[src/rtl/dds_meas_pkg.sv]
// Shared constants and FSM encoding for the DDS frequency meter.
package dds_meas_pkg;

   localparam int unsigned DAT_W_DEF  = 16;
   localparam int unsigned CNT_W_DEF  = 32;
   localparam int unsigned NCYC_W_DEF = 8;
   localparam int unsigned FW_W       = 24;

   typedef enum logic [1:0] {
      ST_IDLE = 2'd0,
      ST_ARM  = 2'd1,
      ST_MEAS = 2'd2,
      ST_DONE = 2'd3
   } meas_state_e;

endpackage

[src/rtl/dds_freq_meter_if.sv]
// Control, sample and result signals of the frequency meter.
interface dds_freq_meter_if
   import dds_meas_pkg::*;
#(
   parameter int unsigned DAT_W  = DAT_W_DEF,
   parameter int unsigned CNT_W  = CNT_W_DEF,
   parameter int unsigned NCYC_W = NCYC_W_DEF
) ();

   logic              start;
   logic [NCYC_W-1:0] ncyc;
   logic [DAT_W-1:0]  thr_hi;
   logic [DAT_W-1:0]  thr_lo;
   logic [CNT_W-1:0]  timeout_lim;
   logic              din_vld;
   logic [DAT_W-1:0]  din;
   logic              busy;
   logic              meas_vld;
   logic [CNT_W-1:0]  meas_cnt;
   logic              timeout;

   modport master (
      output start, ncyc, thr_hi, thr_lo, timeout_lim, din_vld, din,
      input  busy, meas_vld, meas_cnt, timeout
   );

   modport slave (
      input  start, ncyc, thr_hi, thr_lo, timeout_lim, din_vld, din,
      output busy, meas_vld, meas_cnt, timeout
   );

endinterface

[src/rtl/zc_hyst_detect.sv]
// Schmitt-trigger level tracker with a rising-crossing strobe.
module zc_hyst_detect
   import dds_meas_pkg::*;
#(
   parameter int unsigned DAT_W = DAT_W_DEF
) (
   input  logic             clk,
   input  logic             rst_n,
   input  logic             din_vld,
   input  logic [DAT_W-1:0] din,
   input  logic [DAT_W-1:0] thr_hi,
   input  logic [DAT_W-1:0] thr_lo,
   output logic             hyst,
   output logic             rise
);

   logic hyst_q;
   logic hyst_d;

   // The upper threshold wins when the thresholds are inverted
   always_comb begin
      hyst_d = hyst_q;
      if (din_vld) begin
         if (din >= thr_hi) begin
            hyst_d = 1'b1;
         end else if (din <= thr_lo) begin
            hyst_d = 1'b0;
         end
      end
   end

   always_ff @(posedge clk) begin
      if (!rst_n) begin
         hyst_q <= 1'b0;
      end else begin
         hyst_q <= hyst_d;
      end
   end

   assign hyst = hyst_q;
   assign rise = din_vld & ~hyst_q & hyst_d;

endmodule

[src/rtl/dds_freq_meter.sv]
// Measures the span in valid samples of ncyc waveform periods, with timeout.
module dds_freq_meter
   import dds_meas_pkg::*;
#(
   parameter int unsigned DAT_W  = DAT_W_DEF,
   parameter int unsigned CNT_W  = CNT_W_DEF,
   parameter int unsigned NCYC_W = NCYC_W_DEF
) (
   input  logic             clk,
   input  logic             rst_n,
   dds_freq_meter_if.slave  bus
);

   meas_state_e       state_q, state_d;
   logic [NCYC_W-1:0] ncyc_q, ncyc_d;
   logic [NCYC_W-1:0] cyc_q, cyc_d;
   logic [CNT_W-1:0]  lim_q, lim_d;
   logic [CNT_W-1:0]  tot_q, tot_d;
   logic [CNT_W-1:0]  per_q, per_d;
   logic [CNT_W-1:0]  cnt_q, cnt_d;
   logic              to_q, to_d;
   logic              busy_q, busy_d;
   logic              vld_q, vld_d;

   logic              zc_hyst_unused;
   logic              rise;
   logic [CNT_W-1:0]  tot_inc;
   logic [CNT_W-1:0]  per_inc;
   logic [NCYC_W-1:0] cyc_inc;
   logic              lim_hit;

   zc_hyst_detect #(.DAT_W(DAT_W)) u_zc (
      .clk     (clk),
      .rst_n   (rst_n),
      .din_vld (bus.din_vld),
      .din     (bus.din),
      .thr_hi  (bus.thr_hi),
      .thr_lo  (bus.thr_lo),
      .hyst    (zc_hyst_unused),
      .rise    (rise)
   );

   assign tot_inc = tot_q + CNT_W'(1);
   assign per_inc = per_q + CNT_W'(1);
   assign cyc_inc = cyc_q + NCYC_W'(1);
   assign lim_hit = (lim_q != '0) && (tot_inc == lim_q);

   // Next-state, counters and result
   always_comb begin
      state_d = state_q;
      ncyc_d  = ncyc_q;
      cyc_d   = cyc_q;
      lim_d   = lim_q;
      tot_d   = tot_q;
      per_d   = per_q;
      cnt_d   = cnt_q;
      to_d    = to_q;
      case (state_q)
         ST_IDLE: begin
            if (bus.start) begin
               ncyc_d  = (bus.ncyc == '0) ? NCYC_W'(1) : bus.ncyc;
               lim_d   = bus.timeout_lim;
               tot_d   = '0;
               per_d   = '0;
               cyc_d   = '0;
               state_d = ST_ARM;
            end
         end
         ST_ARM: begin
            // An arming crossing never completes, so the timeout wins here
            if (bus.din_vld) begin
               tot_d = tot_inc;
               if (lim_hit) begin
                  cnt_d   = '0;
                  to_d    = 1'b1;
                  state_d = ST_DONE;
               end else if (rise) begin
                  per_d   = '0;
                  cyc_d   = '0;
                  state_d = ST_MEAS;
               end
            end
         end
         ST_MEAS: begin
            if (bus.din_vld) begin
               tot_d = tot_inc;
               per_d = per_inc;
               if (rise) begin
                  cyc_d = cyc_inc;
               end
               if (rise && (cyc_inc == ncyc_q)) begin
                  cnt_d   = per_inc;
                  to_d    = 1'b0;
                  state_d = ST_DONE;
               end else if (lim_hit || (&per_q)) begin
                  cnt_d   = '0;
                  to_d    = 1'b1;
                  state_d = ST_DONE;
               end
            end
         end
         ST_DONE: begin
            state_d = ST_IDLE;
         end
         default: begin
            state_d = ST_IDLE;
         end
      endcase
      busy_d = (state_d != ST_IDLE);
      vld_d  = (state_d == ST_DONE);
   end

   always_ff @(posedge clk) begin
      if (!rst_n) begin
         state_q <= ST_IDLE;
         ncyc_q  <= '0;
         cyc_q   <= '0;
         lim_q   <= '0;
         tot_q   <= '0;
         per_q   <= '0;
         cnt_q   <= '0;
         to_q    <= 1'b0;
         busy_q  <= 1'b0;
         vld_q   <= 1'b0;
      end else begin
         state_q <= state_d;
         ncyc_q  <= ncyc_d;
         cyc_q   <= cyc_d;
         lim_q   <= lim_d;
         tot_q   <= tot_d;
         per_q   <= per_d;
         cnt_q   <= cnt_d;
         to_q    <= to_d;
         busy_q  <= busy_d;
         vld_q   <= vld_d;
      end
   end

   assign bus.busy     = busy_q;
   assign bus.meas_vld = vld_q;
   assign bus.meas_cnt = cnt_q;
   assign bus.timeout  = to_q;

endmodule

[src/flat_wrapper.sv]
// flat-port wrapper written by rule: the top's interface ports become plain ports
module dds_freq_meter_flat import dds_meas_pkg::*;
#(
   parameter int unsigned DAT_W  = DAT_W_DEF,
   parameter int unsigned CNT_W  = CNT_W_DEF,
   parameter int unsigned NCYC_W = NCYC_W_DEF
)
  (clk, rst_n, bus_start, bus_ncyc, bus_thr_hi, bus_thr_lo, bus_timeout_lim, bus_din_vld, bus_din, bus_busy, bus_meas_vld, bus_meas_cnt, bus_timeout);
  dds_freq_meter_if #(.DAT_W(DAT_W), .CNT_W(CNT_W), .NCYC_W(NCYC_W)) bus_i ();
  input  logic clk;
  input  logic rst_n;
  input wire logic [$bits(bus_i.start)-1:0] bus_start;
  input wire logic [$bits(bus_i.ncyc)-1:0] bus_ncyc;
  input wire logic [$bits(bus_i.thr_hi)-1:0] bus_thr_hi;
  input wire logic [$bits(bus_i.thr_lo)-1:0] bus_thr_lo;
  input wire logic [$bits(bus_i.timeout_lim)-1:0] bus_timeout_lim;
  input wire logic [$bits(bus_i.din_vld)-1:0] bus_din_vld;
  input wire logic [$bits(bus_i.din)-1:0] bus_din;
  output wire logic [$bits(bus_i.busy)-1:0] bus_busy;
  output wire logic [$bits(bus_i.meas_vld)-1:0] bus_meas_vld;
  output wire logic [$bits(bus_i.meas_cnt)-1:0] bus_meas_cnt;
  output wire logic [$bits(bus_i.timeout)-1:0] bus_timeout;
  assign bus_i.start = bus_start;
  assign bus_i.ncyc = bus_ncyc;
  assign bus_i.thr_hi = bus_thr_hi;
  assign bus_i.thr_lo = bus_thr_lo;
  assign bus_i.timeout_lim = bus_timeout_lim;
  assign bus_i.din_vld = bus_din_vld;
  assign bus_i.din = bus_din;
  assign bus_busy = bus_i.busy;
  assign bus_meas_vld = bus_i.meas_vld;
  assign bus_meas_cnt = bus_i.meas_cnt;
  assign bus_timeout = bus_i.timeout;
  dds_freq_meter #(.DAT_W(DAT_W), .CNT_W(CNT_W), .NCYC_W(NCYC_W)) u_core (.clk(clk), .rst_n(rst_n), .bus(bus_i));
endmodule
[config.mk]
export PLATFORM = sky130hd
export DESIGN_NAME = dds_freq_meter_flat
export DESIGN_NICKNAME = d
export VERILOG_FILES = /design/src/rtl/dds_meas_pkg.sv /design/src/rtl/dds_freq_meter_if.sv /design/src/rtl/zc_hyst_detect.sv /design/src/rtl/dds_freq_meter.sv /design/src/flat_wrapper.sv
export SDC_FILE = /design/constraint.sdc
export NUM_CORES = 1
export LEC_CHECK = 0
export ABC_CLOCK_PERIOD_IN_PS = 8800
export CAP_MARGIN = 20
export CORE_MARGIN = 10
export CORE_UTILIZATION = 60
export CTS_CLUSTER_DIAMETER = 100
export DETAILED_ROUTE_END_ITERATION = 7
export PLACE_DENSITY_LB_ADDON = 0.08
export SLEW_MARGIN = 20
export SYNTH_ARGS = -nofsm -noshare
export SYNTH_HDL_FRONTEND = slang
export SYNTH_SLANG_ARGS = --single-unit
[constraint.sdc]
create_clock -name clk -period 8.8 [get_ports clk]
set_clock_uncertainty 0.2 [all_clocks]
set_input_delay 1.32 -clock clk [delete_from_list [all_inputs] [get_ports clk]]
set_output_delay 1.32 -clock clk [all_outputs]
set_load 0.02 [all_outputs]
==> metrics.csv <==
metric,value,unit
Yosys cell types,75,
setup ws final,3.947,ns
Slew headroom,34.08,%
status,completed,
die footprint,21100,um^2
"Cell Area, Synth",9415,um^2
Worst VDD drop,0.1437,mV
Overflow after GRT,0,
Worst-Skew Late Latency,0.43,ns
vias per cell,5.992,
post-synth top area cell,dfxtp_1,
final WL,25670,um
drt drc,0,
Synth top area share,31.89,%
drt first pass iters,5,
Starting Density,61.48,%
row count,45,
Sequential Power Share,41.5,%
WS Path Type,flip-flop to flip-flop,
# port buffers,126,
fmax,206.1,MHz
drt initial violations,767,
Period minus WS final,4.853,ns
clock root buffer,clkbuf_16,
CTS Hold Bufs,0,
Synth async-reset ratio,0,%
postcts setup bufs,0,
WHS Path Cells,2,
pre-CTS WS,3.773,ns
synthesis-stage register bit count,150,
clock network fraction of design power,43.1,%
final hold vios,0,
Avg WL per Cell,16.67,um
"EDFF count, synth",0,
share of cells above drive strength 1,5.267,%
worst min path class,flip-flop to flip-flop,
CTS Buffer Depth,2,
Crit Path Max Fanout,15,
Die Ht,145.3,um
P_leak,4.087,nW
GRT Overall Usage,23.39,%
Cell Pwr Density,153.0,nW/um^2
ANT cells,0,
gpl congestion,0.9122,
Worst Path Arrival,5.00,ns
PostCTS Resize Cnt,0,
Worst-Margin Slew,0.9797,ns
final instance area,11180,um^2
ANT nets after route,0,
fin. max-slew vios,0,
Post-Synthesis Cells,1241,
Switch Pwr,0.4789,mW
vias in the first global route,8594,
H-tree depth,4,
"Top FF cell, synth",dfxtp_1,
first-pass GRT wire length,42500,um
cts bufs inserted,17,
dpl hpwl,18000,um
RSZ-0062 raised after global routing,false,
final layout net count,1448,
vias,9228,
Die W,145.3,um
Net Sw Frac,27.99,%
io pins,127,
origin of the worst setup path,u_core.tot_q[0]$_SDFFE_PN0P_,
Critical Path RT,8.95,ns
Combinational Power Share,15.4,%
worst r2r src,u_core.tot_q[0]$_SDFFE_PN0P_,
"top cells by area, synth","dfxtp_1 32%, nand2_1 8.1%, ha_1 5.3%, a21oi_1 5.1%, xnor2_1 4.7%",
Final Cycle Share,55.15,%
area grow syn2layout,18.76,%
core footprint,15310,um^2
largest net degree at the start of global routing,89,
initial antenna violation count,0,
CTS tree,done,
syn nets,1373,
Worst Setup Start Kind,flip-flop,
top-count cell post-synth,nand2_1,
Pint,1.232,mW
final setup vio count,0,
Sinks on Clock Net,150,
Hold Path Origin,u_core.bus.meas_cnt[28]$_SDFFE_PN0P_,
DP Area,10590,um^2
Crit. End Element,flip-flop,
Fin Hold WS,0.2588,ns
Post-synth top cells,"204 x nand2_1, 150 x dfxtp_1, 96 x a21oi_1",
syn avg cell area,7.587,um^2
MaxCap Viol Count,0,
"Clk pin slew, worst setup/hold paths",0.06,ns
Sum Neg Setup Slack,0,ns
Synth Warn #,0,
R2R depth,10,
post-synthesis sequential area ratio,31.89,%
area by class of cell:
| cell class | count | area, um^2 |
|---|---|---|
| fill | 1287 | 4133 |
| timing repair buffer | 133 | 1309 |
| clock inverter | 15 | 168.9 |
| clock buffer | 17 | 425.4 |
| inverter | 52 | 195.2 |
| sequential | 150 | 3003 |
| tap | 211 | 264.0 |
| multi-input combinational | 962 | 5817 |
path summary, 6_finish.rpt:
path                                               end  slack (ns)
setup / recovery          u_core.per_q[8]$_SDFFE_PN0P_        3.95
hold / removal    u_core.bus.meas_cnt[28]$_SDFFE_PN0P_        0.26
setup reg to reg          u_core.per_q[8]$_SDFFE_PN0P_        3.95
hold reg to reg   u_core.bus.meas_cnt[28]$_SDFFE_PN0P_        0.26
through the flow:
stage / instances / util, % / power (mW)
after floorplan: 1241 / - / 0.8932
after global placement: 1508 / 69.10 / 0.9805
after detailed placement: 1508 / 69.13 / 0.9847
after CTS: 1540 / 73.01 / 1.716
after global routing: 1540 / 73.01 / 1.780
final: 1540 / 73.01 / 1.711
kinds of logic (layout without fill, tap and decap cells):
family,after synthesis,in the layout,synth area share [%]
simple gates,522,522,27.26
xor+xnor,79,79,7.349
mux,27,27,2.870
compound gates,294,294,18.83
buf+inv,129,217,6.485
flops,150,150,31.89
fa+ha+maj,40,40,5.316
sequential cells by signal (all words and copies together), names as in the netlist:
register	flops
u_core.bus.busy	1
u_core.bus.meas_cnt	32
u_core.bus.meas_vld	1
u_core.bus.timeout	1
u_core.cyc_q	8
u_core.lim_q	32
u_core.ncyc_q	8
u_core.per_q	32
u_core.state_q	2
u_core.tot_q	32
u_core.u_zc.hyst	1
cells in the final DEF (no fill, tap or decap), types with 17 or more instances in the layout:
cell             Yosys  routed
nand2_1            204     204
dfxtp_1            150     150
clkdlybuf4s50_1      0     125
a21oi_1             96      96
nor2_1              76      75
nand3_1             64      63
o21ai_0             62      62
inv_1               52      51
xnor2_1             50      50
o21ai_1             42      42
ha_1                40      39
xor2_1              29      29
nor3_1              28      28
nand4_1             28      28
mux2i_1             27      27
nor4_1              25      25
clkbuf_16            0      17
layer usage:
layer  global-route usage (%)  part of all wire (%)
met4                    6.117                   1.5
met1                    29.50                    44
met2                    39.49                    49
met5                        0                     0
met3                    5.061                   6.0
power groups by stage:
stage	sequential, mW	combinational, mW	clock [mW]
2_1_floorplan	0.721	0.172	0
4_1_cts	0.710	0.262	0.744
5_1_grt	0.712	0.291	0.776
3_3_place_gp	0.726	0.255	0
6_report	0.711	0.264	0.737
3_5_place_dp	0.726	0.259	0
critical path, stage by stage, from the launching register on:
cell and delay [ns]:
dfxtp_1 0.45, ha_1 0.31, nand3_2 0.22, or4_1 0.79
nor3_1 0.37, nand4b_1 0.19, and2_1 0.20, nor4_1 0.74
a21oi_1 0.34, o21ai_4 0.68, mux2i_1 0.27
Power figures use the tool's default switching activity.
==> patch, RTL diff (same flow settings) <==
The package constant `NCYC_W_DEF` goes from 8 to 6.
--- a/src/rtl/dds_meas_pkg.sv
+++ b/src/rtl/dds_meas_pkg.sv
@@ -3,7 +3,7 @@
 
    localparam int unsigned DAT_W_DEF  = 16;
    localparam int unsigned CNT_W_DEF  = 32;
-   localparam int unsigned NCYC_W_DEF = 8;
+   localparam int unsigned NCYC_W_DEF = 6;
    localparam int unsigned FW_W       = 24;
 
    typedef enum logic [1:0] {
Interface: changed (resized bus_ncyc); port bits go from 127 to 125. No check against the original RTL was run, so the function may have changed too.
==> patch against the original RTL <==
Design area decreased by 5.0%. Worst setup slack improved by 0.073 ns. Die area decreased by 5.6%. Wire length decreased by 7.2%. Clock power decreased by 2%. Area after synthesis decreased by 6.5%. Largest cell class unchanged. Sequential cell count decreased by 4. Total power decreased by 2.4%.
==> patch: results <==
group,metric,value,unit
cells_and_area,fillers,1156,
clock_tree,postCtsSetupBuffers,0,
cells_and_area,multi_input_gates,827,
global_route,grt_pass1_wl,39100,µm
pwr,p_seq,0.692,mW
cells_and_area,nonClockBufferCount,132,
min_path,hp-class,"flip-flop to flip-flop",
place,place_area,10000,µm²
timing,worstMarginPinSlew,1.03,ns
critical_path,cpMaxStageDelayCell,"nor4_4",
routing,dr_wl_met2,12000,µm
yosys,ys_async_sr_fraction,0,
critical_path,max_stage_delay,0.75,ns
place,port_buffers,124,
clock_tree,ctsRootBufferMaster,"clkbuf_16",
clock_tree,numClockSinks,146,
critical_path,critPathArrivalTime,4.91,ns
yosys,synth_common_cells,"146 x dfxtp_1, 138 x nand2_1, 84 x a21oi_1",
outcome,status,"complete, no violations",
cells_and_area,fin_nets,1306,
critical_path,ff2ff_path_depth,10,
yosys,synth_cell_type_count,73,
routing,ant_nets,0,
min_path,min_delay_path_depth,1,
critical_path,critPathCapture,"u_core.bus.meas_cnt[31]",
yosys,synth_top_flop_cell,"dfxtp_1",
pwr,p_seq_frac,0.414,
critical_path,critPathMaxFanout,32,
min_path,hp-start,"u_core.bus.meas_cnt[18]",
routing,routed_wl,23800,µm
timing,whs,0.266,ns
routing,m1WireLength,10100,µm
yosys,syn-num-nets,1226,
pwr,p_leak,4.02,nW
min_path,holdPathEnd,"u_core.bus.meas_cnt[18]",
pwr,top_power_group,"clock",
cells_and_area,multiInputGateArea,5370,µm²
floorplanning,die-area,19900,µm²
pwr,ir_drop,0.165,mV
clock_tree,cts_resized,0,
cells_and_area,clockBufferCount,18,
yosys,ys_seq_area_frac,0.332,
routing,wl_met3,1130,µm
cells_and_area,fin_util,0.734,
global_route,grt_use_total,0.232,
critical_path,r2r-start,"u_core.tot_q[0]",
routing,vias,8341,
cells_and_area,buf_share,0.124,
pwr,p_comb_frac,0.154,
place,place_hpwl,16800,µm
place,routabilityCongestion,0.886,
routing,drt_iter0_markers,619,
cells_and_area,clkCellAreaFrac,0.0548,
global_route,grt_pass1_vias,7970,
yosys,ys_top_cells_by_area,"dfxtp_1 33%, nand2_1 5.9%, ha_1 5.7%",
cells_and_area,area.sequential,2920,µm²
critical_path,r2r_setup_slack,4.02,ns
clock_tree,clk_latency,0.44,ns
cells_and_area,drive_above_1_share,0.0563,
pwr,p_int,1.19,mW
[patch: cell types whose count changed in the layout (fill, tap and decap cells not counted), moves of 12 or more]
cell and change:
o21ai_0 -12, a21oi_1 -13, nand2_1 -66, o21ai_1 -42
nand3_1 -24, a22o_1 +19, a32o_1 +24
[patch: through the flow]
step / setup WS [ns] / cells
2_1_floorplan: 5.18 / 1096
3_3_place_gp: 3.85 / 1340
5_1_grt: 3.73 / 1373
6_report: 4.02 / 1373
4_1_cts: 4.03 / 1372
3_5_place_dp: 3.77 / 1340
[patch: cell families after synthesis]
group | Yosys count | synth area share
AO/OA/AOI/OAI | 256 | 0.195
adder cells (fa/ha/maj) | 40 | 0.0569
buffers and inverters | 123 | 0.0594
multiplexers | 21 | 0.0240
AND/OR/NAND/NOR | 429 | 0.251
flip-flops | 146 | 0.332
XOR/XNOR | 81 | 0.0814
[patch: per-layer routing]
layer / track usage / vias up
met3: 0.0443 / 45
li1: - / 4090
met5: 0 / -
met1: 0.277 / 3962
met2: 0.405 / 244
met4: 0.0821 / 0
